<file path="src/rtl/stc0_wb_stream_bridge.sv">
// Wishbone slave bridging CPU words to the stc0_core 8-bit ingress stream and
// capturing stc0_core egress bytes into a CPU-readable RX FIFO.
module stc0_wb_stream_bridge #(
  parameter logic [31:0] ADDR_BASE = 32'h3000_0000,
  parameter int          TX_DEPTH  = 8,
  parameter int          RX_DEPTH  = 16
) (
  input  logic        wb_clk_i,
  input  logic        wb_rst_i,
  input  logic        wbs_cyc_i,
  input  logic        wbs_stb_i,
  input  logic        wbs_we_i,
  input  logic [3:0]  wbs_sel_i,
  input  logic [31:0] wbs_adr_i,
  input  logic [31:0] wbs_dat_i,
  output logic        wbs_ack_o,
  output logic [31:0] wbs_dat_o,
  output logic [7:0]  id_data,
  output logic        id_valid,
  input  logic [7:0]  ed_data,
  input  logic        ed_valid
);

  localparam int TAW = $clog2(TX_DEPTH);
  localparam int TCW = TAW + 1;
  localparam int RAW = $clog2(RX_DEPTH);
  localparam int RCW = RAW + 1;
  localparam logic [TCW-1:0] TX_FULL_CNT = TCW'(TX_DEPTH);
  localparam logic [RCW-1:0] RX_FULL_CNT = RCW'(RX_DEPTH);

  typedef enum logic {IDLE, SEND} state_t;

  logic            ack_reg;
  logic [31:0]     dat_o_reg;
  logic [1:0]      ctrl_reg;
  logic            tx_ovf_reg, rx_ovf_reg;

  logic [31:0]     tx_mem [TX_DEPTH];
  logic [TAW-1:0]  tx_wr_ptr_reg, tx_rd_ptr_reg;
  logic [TCW-1:0]  tx_count_reg;
  logic [7:0]      rx_mem [RX_DEPTH];
  logic [RAW-1:0]  rx_wr_ptr_reg, rx_rd_ptr_reg;
  logic [RCW-1:0]  rx_count_reg;

  state_t          state_reg, state_next;
  logic [1:0]      idx_reg, idx_next;
  logic [31:0]     word_reg, word_next;
  logic            id_valid_reg, id_valid_next;
  logic [7:0]      id_data_reg, id_data_next;

  logic            req, hit;
  logic [1:0]      reg_sel;
  logic            wr_txdata, rd_rxdata, wr_status, wr_ctrl;
  logic            tx_full, tx_empty, rx_full, rx_empty;
  logic            tx_push, tx_pop, rx_push, rx_pop;
  logic            tx_en, msb_first;
  logic [31:0]     tx_head;
  logic [7:0]      rx_head;
  logic [31:0]     status_word, rd_data;
  logic            unused_adr_bits;

  assign unused_adr_bits = ^wbs_adr_i[1:0];

  // Byte k of the word in transmission order.
  function automatic logic [7:0] pick(input logic [31:0] w, input logic [1:0] k,
                                      input logic msb);
    logic [1:0] s;
    s = msb ? ~k : k;
    return w[{s, 3'b000} +: 8];
  endfunction

  assign hit       = (wbs_adr_i[31:4] == ADDR_BASE[31:4]);
  assign req       = wbs_cyc_i & wbs_stb_i & ~ack_reg & hit;
  assign reg_sel   = wbs_adr_i[3:2];
  assign wr_txdata = req &  wbs_we_i & (reg_sel == 2'd0);
  assign rd_rxdata = req & ~wbs_we_i & (reg_sel == 2'd1);
  assign wr_status = req &  wbs_we_i & (reg_sel == 2'd2);
  assign wr_ctrl   = req &  wbs_we_i & (reg_sel == 2'd3);

  assign tx_en     = ctrl_reg[0];
  assign msb_first = ctrl_reg[1];
  assign tx_full   = (tx_count_reg == TX_FULL_CNT);
  assign tx_empty  = (tx_count_reg == '0);
  assign rx_full   = (rx_count_reg == RX_FULL_CNT);
  assign rx_empty  = (rx_count_reg == '0);
  assign tx_head   = tx_mem[tx_rd_ptr_reg];
  assign rx_head   = rx_mem[rx_rd_ptr_reg];

  // A simultaneous pop frees the slot, so a push into a full FIFO still lands.
  assign tx_push = wr_txdata & (wbs_sel_i == 4'hF) & (~tx_full | tx_pop);
  assign rx_pop  = rd_rxdata & ~rx_empty;
  assign rx_push = ed_valid & (~rx_full | rx_pop);

  assign status_word = {11'b0, (state_reg == SEND), rx_ovf_reg, tx_ovf_reg,
                        rx_empty, tx_full, 8'(rx_count_reg), 8'(tx_count_reg)};

  always_comb begin
    rd_data = 32'b0;
    case (reg_sel)
      2'd1:    rd_data = rx_empty ? 32'b0 : {1'b1, 23'b0, rx_head};
      2'd2:    rd_data = status_word;
      2'd3:    rd_data = {30'b0, ctrl_reg};
      default: rd_data = 32'b0;
    endcase
  end

  always_ff @(posedge wb_clk_i) begin
    if (tx_push) tx_mem[tx_wr_ptr_reg] <= wbs_dat_i;
    if (rx_push) rx_mem[rx_wr_ptr_reg] <= ed_data;
  end

  always_ff @(posedge wb_clk_i) begin
    if (wb_rst_i) begin
      ack_reg       <= 1'b0;
      dat_o_reg     <= 32'b0;
      ctrl_reg      <= 2'b0;
      tx_ovf_reg    <= 1'b0;
      rx_ovf_reg    <= 1'b0;
      tx_wr_ptr_reg <= '0;
      tx_rd_ptr_reg <= '0;
      tx_count_reg  <= '0;
      rx_wr_ptr_reg <= '0;
      rx_rd_ptr_reg <= '0;
      rx_count_reg  <= '0;
    end else begin
      ack_reg <= req;
      if (req) dat_o_reg <= wbs_we_i ? 32'b0 : rd_data;
      if (wr_ctrl && wbs_sel_i[0]) ctrl_reg <= wbs_dat_i[1:0];

      // Setting an overflow wins over a same-cycle W1C so no event is lost.
      tx_ovf_reg <= (wr_txdata & (wbs_sel_i == 4'hF) & tx_full & ~tx_pop) |
                    (tx_ovf_reg & ~(wr_status & wbs_dat_i[18]));
      rx_ovf_reg <= (ed_valid & rx_full & ~rx_pop) |
                    (rx_ovf_reg & ~(wr_status & wbs_dat_i[19]));

      if (tx_push) tx_wr_ptr_reg <= tx_wr_ptr_reg + TAW'(1);
      if (tx_pop)  tx_rd_ptr_reg <= tx_rd_ptr_reg + TAW'(1);
      case ({tx_push, tx_pop})
        2'b10:   tx_count_reg <= tx_count_reg + TCW'(1);
        2'b01:   tx_count_reg <= tx_count_reg - TCW'(1);
        default: tx_count_reg <= tx_count_reg;
      endcase

      if (rx_push) rx_wr_ptr_reg <= rx_wr_ptr_reg + RAW'(1);
      if (rx_pop)  rx_rd_ptr_reg <= rx_rd_ptr_reg + RAW'(1);
      case ({rx_push, rx_pop})
        2'b10:   rx_count_reg <= rx_count_reg + RCW'(1);
        2'b01:   rx_count_reg <= rx_count_reg - RCW'(1);
        default: rx_count_reg <= rx_count_reg;
      endcase
    end
  end

  always_ff @(posedge wb_clk_i) begin
    if (wb_rst_i) begin
      state_reg    <= IDLE;
      idx_reg      <= 2'd0;
      word_reg     <= 32'b0;
      id_valid_reg <= 1'b0;
      id_data_reg  <= 8'b0;
    end else begin
      state_reg    <= state_next;
      idx_reg      <= idx_next;
      word_reg     <= word_next;
      id_valid_reg <= id_valid_next;
      id_data_reg  <= id_data_next;
    end
  end

  // The popped word's first byte is emitted on the same edge as the pop.
  always_comb begin
    state_next    = state_reg;
    idx_next      = idx_reg;
    word_next     = word_reg;
    id_valid_next = 1'b0;
    id_data_next  = id_data_reg;
    tx_pop        = 1'b0;
    case (state_reg)
      IDLE: begin
        if (tx_en && !tx_empty) begin
          tx_pop        = 1'b1;
          state_next    = SEND;
          idx_next      = 2'd0;
          word_next     = tx_head;
          id_valid_next = 1'b1;
          id_data_next  = pick(tx_head, 2'd0, msb_first);
        end
      end
      SEND: begin
        if (idx_reg != 2'd3) begin
          idx_next      = idx_reg + 2'd1;
          id_valid_next = 1'b1;
          id_data_next  = pick(word_reg, idx_reg + 2'd1, msb_first);
        end else if (tx_en && !tx_empty) begin
          tx_pop        = 1'b1;
          idx_next      = 2'd0;
          word_next     = tx_head;
          id_valid_next = 1'b1;
          id_data_next  = pick(tx_head, 2'd0, msb_first);
        end else begin
          state_next = IDLE;
        end
      end
      default: state_next = IDLE;
    endcase
  end

  assign wbs_ack_o = ack_reg;
  assign wbs_dat_o = dat_o_reg;
  assign id_valid  = id_valid_reg;
  assign id_data   = id_data_reg;

endmodule

</file>
<file path="config.mk">
export PLATFORM = sky130hd
export DESIGN_NAME = stc0_wb_stream_bridge
export DESIGN_NICKNAME = d
export VERILOG_FILES = /design/src/rtl/stc0_wb_stream_bridge.sv
export SDC_FILE = /design/constraint.sdc
export NUM_CORES = 1
export LEC_CHECK = 0
export BUFFER_PORTS_ARGS = -buffer_cell sky130_fd_sc_hd__buf_2
export CORE_MARGIN = 4
export CORE_UTILIZATION = 28
export CTS_BUF_LIST = sky130_fd_sc_hd__clkbuf_16
export DETAILED_ROUTE_END_ITERATION = 6
export PLACE_DENSITY = 0.51
export SYNTH_ARGS = -nofsm -noshare
export SYNTH_HDL_FRONTEND = slang
export SYNTH_SLANG_ARGS = --single-unit
</file>
<file path="constraint.sdc">
create_clock -name wb_clk_i -period 4.18 [get_ports wb_clk_i]
set_input_delay 0 -clock wb_clk_i [delete_from_list [all_inputs] [get_ports wb_clk_i]]
set_output_delay 0 -clock wb_clk_i [all_outputs]
set_load 0.005 [all_outputs]
</file>
==> results.tsv <==
stage	metric	value	unit
routing	Via density	4.65	
placed_design	number of instances in the placed design	2001	
die	overall die width	268	microns
routing	Detailed Route Iter0 Violations	677	
placed_design	gp weighted congestion	0.733	
cts	post-CTS repair timing setup buffer count	0	
final_layout	number of flip-flops under the largest register name	256	
die	number of top-level pins	124	
placed_design	HPWL reported at the end of detailed placement	26.7	mm
cts	CTS tree	done	
final_layout	Post-layout nets	1333	
global_routing	Overflow after GRT	0	
worst_setup_path	path depth of the worst reg2reg path	6	
global_routing	vias in the first global route	10400	
worst_setup_path	highest net fanout along the worst path	16	
routing	routed wire length	43.8	mm
final_layout	layout cell share with drive strength beyond 1	27.5	%
cts	clock network latency to the later pin of the worst-skew pair	0.62	ns
sta	Hold Fails Final Rpt	0	
routing	DRC	0	
cts	CTS buffer count	50	
placed_design	total placed instance area	20600	sq um
final_layout	leading cell types in the layout, fill and taps excluded	384 x sky130_fd_sc_hd__edfxtp_1, 107 x sky130_fd_sc_hd__buf_2, 106 x sky130_fd_sc_hd__mux4_2	
die	DIE HEIGHT	268	microns
worst_setup_path	Worst Path Required	4.47	ns
sta	aggregate negative setup slack	0	ns
routing	post-route antenna net violation count	0	
cts	buffers from clock root to sink, at most	3	
die	core box area	66300	sq um
cts	Sink Count	481	
worst_setup_path	register-to-register setup slack	1.09	ns
sta	final worst clock skew	0.0490	ns
pwr	LEAKAGE	0.00729	uW
flow_run	Maximum Capacitance Violations	0	
min_path	Hold WC Path Type	in2reg	
min_path	Hold EP	wbs_dat_o[31]$_SDFFE_PP0N_	
die	Die Footprint	71600	sq um
final_layout	post-layout util	34.1	%
synth	area share of the largest cell type after synthesis	61.1	%
global_routing	antenna violations before repair	2	
worst_setup_path	arrival time at the worst endpoint	3.38	ns
placed_design	Port-buffer cells	108	
worst_setup_path	Critical R2R Capture	tx_mem[2][31]$_DFFE_PP_	
sta	Max Fclk	0.324	GHz
synth	biggest area consumer among synthesized cells	sky130_fd_sc_hd__edfxtp_1	
min_path	number of stages on the worst hold path	6	
sta	worst rel slew slack	22.5	%
worst_setup_path	Setup crit end kind	register	
worst_setup_path	start of the worst register-to-register path	wbs_ack_o$_SDFF_PP0_	
synth	flop and latch count out of synthesis	481	
pwr	Worst IR Drop VDD	0.296	mV
synth	sequential-to-total area share from yosys stat	71.4	%
global_routing	largest net degree at the start of global routing	85	
cts	total of hold buffers inserted after clock tree synthesis	48	
final_layout	antenna diode count	0	
die	Starting Density	28.5	%
final_layout	number of non-filler instances in the completed layout	2141	
sta	final period utilization	73.9	%
synth	Synth Flop Type	sky130_fd_sc_hd__edfxtp_1	
synth	cells after synthesis	1050	
pwr	Pwr Density	423	nW/um^2
final_layout	area growth from synthesis to final layout	19.9	%
routing	total vias in the final route	9954	
worst_setup_path	startpoint kind of the worst setup timing path	register	
final_layout	final instance area	22600	sq um
sta	Tightest Pin Transition	1.16	ns
synth	post-synthesis instance area	18900	sq um
worst_setup_path	crit path kind	reg2reg	
min_path	beginning of the worst hold path	wbs_adr_i[11]	
synth	Post-synth EDFFs	384	
synth	async set or reset register ratio after synthesis	0	%
pwr	total power after layout	9570	uW
routing	Initial DRT Pass Iterations	5	
synth	mean cell area of the mapped netlist	18.0	sq um
global_routing	wire length of the first global-routing pass	66.1	mm
global_routing	global routing usage summed across all routing layers	12.2	%
sta	setup repair after global routing missed its margin	no	
sta	final setup vio count	0	
cts	Clock transition at path regs	0.06	ns
sta	Final Max Slew Viols	0	
cts	number of instances resized during post-cts repair	0	
status	outcome	complete, no violations	
final_layout	most common library cell in the layout ignoring fill and taps	sky130_fd_sc_hd__edfxtp_1	
routing	mean routed wirelength per cell	20.5	microns
synth	yosys warns	0	
die	Std-Cell Rows	94	
sta	time the final worst path needs with I/O delays and setup	3.09	ns
cts	buffer cell driving the clock tree root	sky130_fd_sc_hd__clkbuf_16	
cts	H-tree depth	2	
synth	count of distinct cell types in the synthesized netlist	56	
synth	Synth area leaders	sky130_fd_sc_hd__edfxtp_1 61%, sky130_fd_sc_hd__mux4_2 13%, sky130_fd_sc_hd__dfxtp_1 10%, sky130_fd_sc_hd__nor2_1 1.9%, sky130_fd_sc_hd__mux2i_1 1.9%	
[power by group]
group / total, uW / switching (uW) / internal (uW)
logic: 228 / 135 / 92.6
registers: 5190 / 11.8 / 5180
clock network: 4160 / 1840 / 2310
total: 9570 / 1990 / 7590
[kinds of logic after synthesis]
logic type               count (synthesis)  synth area share, %
adder cells (fa/ha/maj)                 14                0.968
buffers and inverters                   80                 2.03
AND/OR/NAND/NOR                        199                 5.54
other                                    1               0.0199
XOR/XNOR                                18                0.835
AO/OA/AOI/OAI                          105                 3.92
multiplexers                           152                 15.3
flip-flops                             481                 71.4
[per-layer routing]
| layer | GRT usage (%) | wire (microns) | up-vias |
|---|---|---|---|
| met3 | 2.48 | 2200 | 69 |
| met1 | 17.1 | 20200 | 5099 |
| met4 | 3.85 | 1150 | 4 |
| met5 | 0 | 18 | - |
| met2 | 19.2 | 20200 | 239 |
| li1 | - | - | 4543 |
[how the worst max path moves through the flow]
stage / from / to / slack, ns / depth (start not counted)
floorplan: wbs_ack_o$_SDFF_PP0_ / tx_mem[0][0]$_DFFE_PP_ / 0.06 / 5
global placement: wbs_ack_o$_SDFF_PP0_ / tx_mem[2][16]$_DFFE_PP_ / 1.12 / 6
detailed placement: wbs_ack_o$_SDFF_PP0_ / tx_mem[2][16]$_DFFE_PP_ / 1.04 / 6
CTS: wbs_ack_o$_SDFF_PP0_ / tx_mem[2][31]$_DFFE_PP_ / 1.05 / 6
global route: idx_reg[0]$_SDFF_PP0_ / tx_count_reg[3]$_SDFFE_PP0P_ / 0.85 / 12
finish: wbs_ack_o$_SDFF_PP0_ / tx_mem[2][31]$_DFFE_PP_ / 1.09 / 6
[area by class of cell]
cell class                      count  area [sq um]
Clock buffer                       52          1300
Inverter                            9          33.8
Fill cell                        6320         43700
Multi-Input combinational cell    501          5130
Tap cell                          864          1080
Timing Repair Buffer              194          1360
Sequential cell                   481         13500
Clock inverter                     40           248
[critical path, stage by stage, from the launching register on]
cell,delay (ns)
sky130_fd_sc_hd__dfxtp_1,0.31
sky130_fd_sc_hd__and4bb_2,0.31
sky130_fd_sc_hd__nand4_4,0.21
sky130_fd_sc_hd__nor4b_2,0.61
sky130_fd_sc_hd__nand2b_1,0.36
sky130_fd_sc_hd__nor2_4,0.64
sky130_fd_sc_hd__buf_4,0.34
[Yosys cell counts, types with 5 or more instances]
cell	count
sky130_fd_sc_hd__a211oi_1	31
sky130_fd_sc_hd__a21oi_1	26
sky130_fd_sc_hd__a22o_1	9
sky130_fd_sc_hd__a22oi_1	13
sky130_fd_sc_hd__buf_1	5
sky130_fd_sc_hd__buf_2	13
sky130_fd_sc_hd__buf_4	16
sky130_fd_sc_hd__clkbuf_1	36
sky130_fd_sc_hd__dfxtp_1	97
sky130_fd_sc_hd__edfxtp_1	384
sky130_fd_sc_hd__ha_1	13
sky130_fd_sc_hd__inv_1	9
sky130_fd_sc_hd__mux2_2	8
sky130_fd_sc_hd__mux2i_1	36
sky130_fd_sc_hd__mux4_2	106
sky130_fd_sc_hd__nand2_1	25
sky130_fd_sc_hd__nand2b_1	7
sky130_fd_sc_hd__nor2_1	98
sky130_fd_sc_hd__nor2b_1	7
sky130_fd_sc_hd__nor3_1	24
sky130_fd_sc_hd__o211ai_1	10
sky130_fd_sc_hd__xnor2_1	7
sky130_fd_sc_hd__xor2_1	11
[through the flow]
step                      setup WS [ns]  hold WS [ns]
final                              1.09        0.0515
after CTS                          1.05       0.00678
after detailed placement           1.04         0.275
after floorplan                  0.0591        0.0989
after global routing              0.854        0.0775
after global placement             1.12         0.265
(Power assumes the default switching activity.)
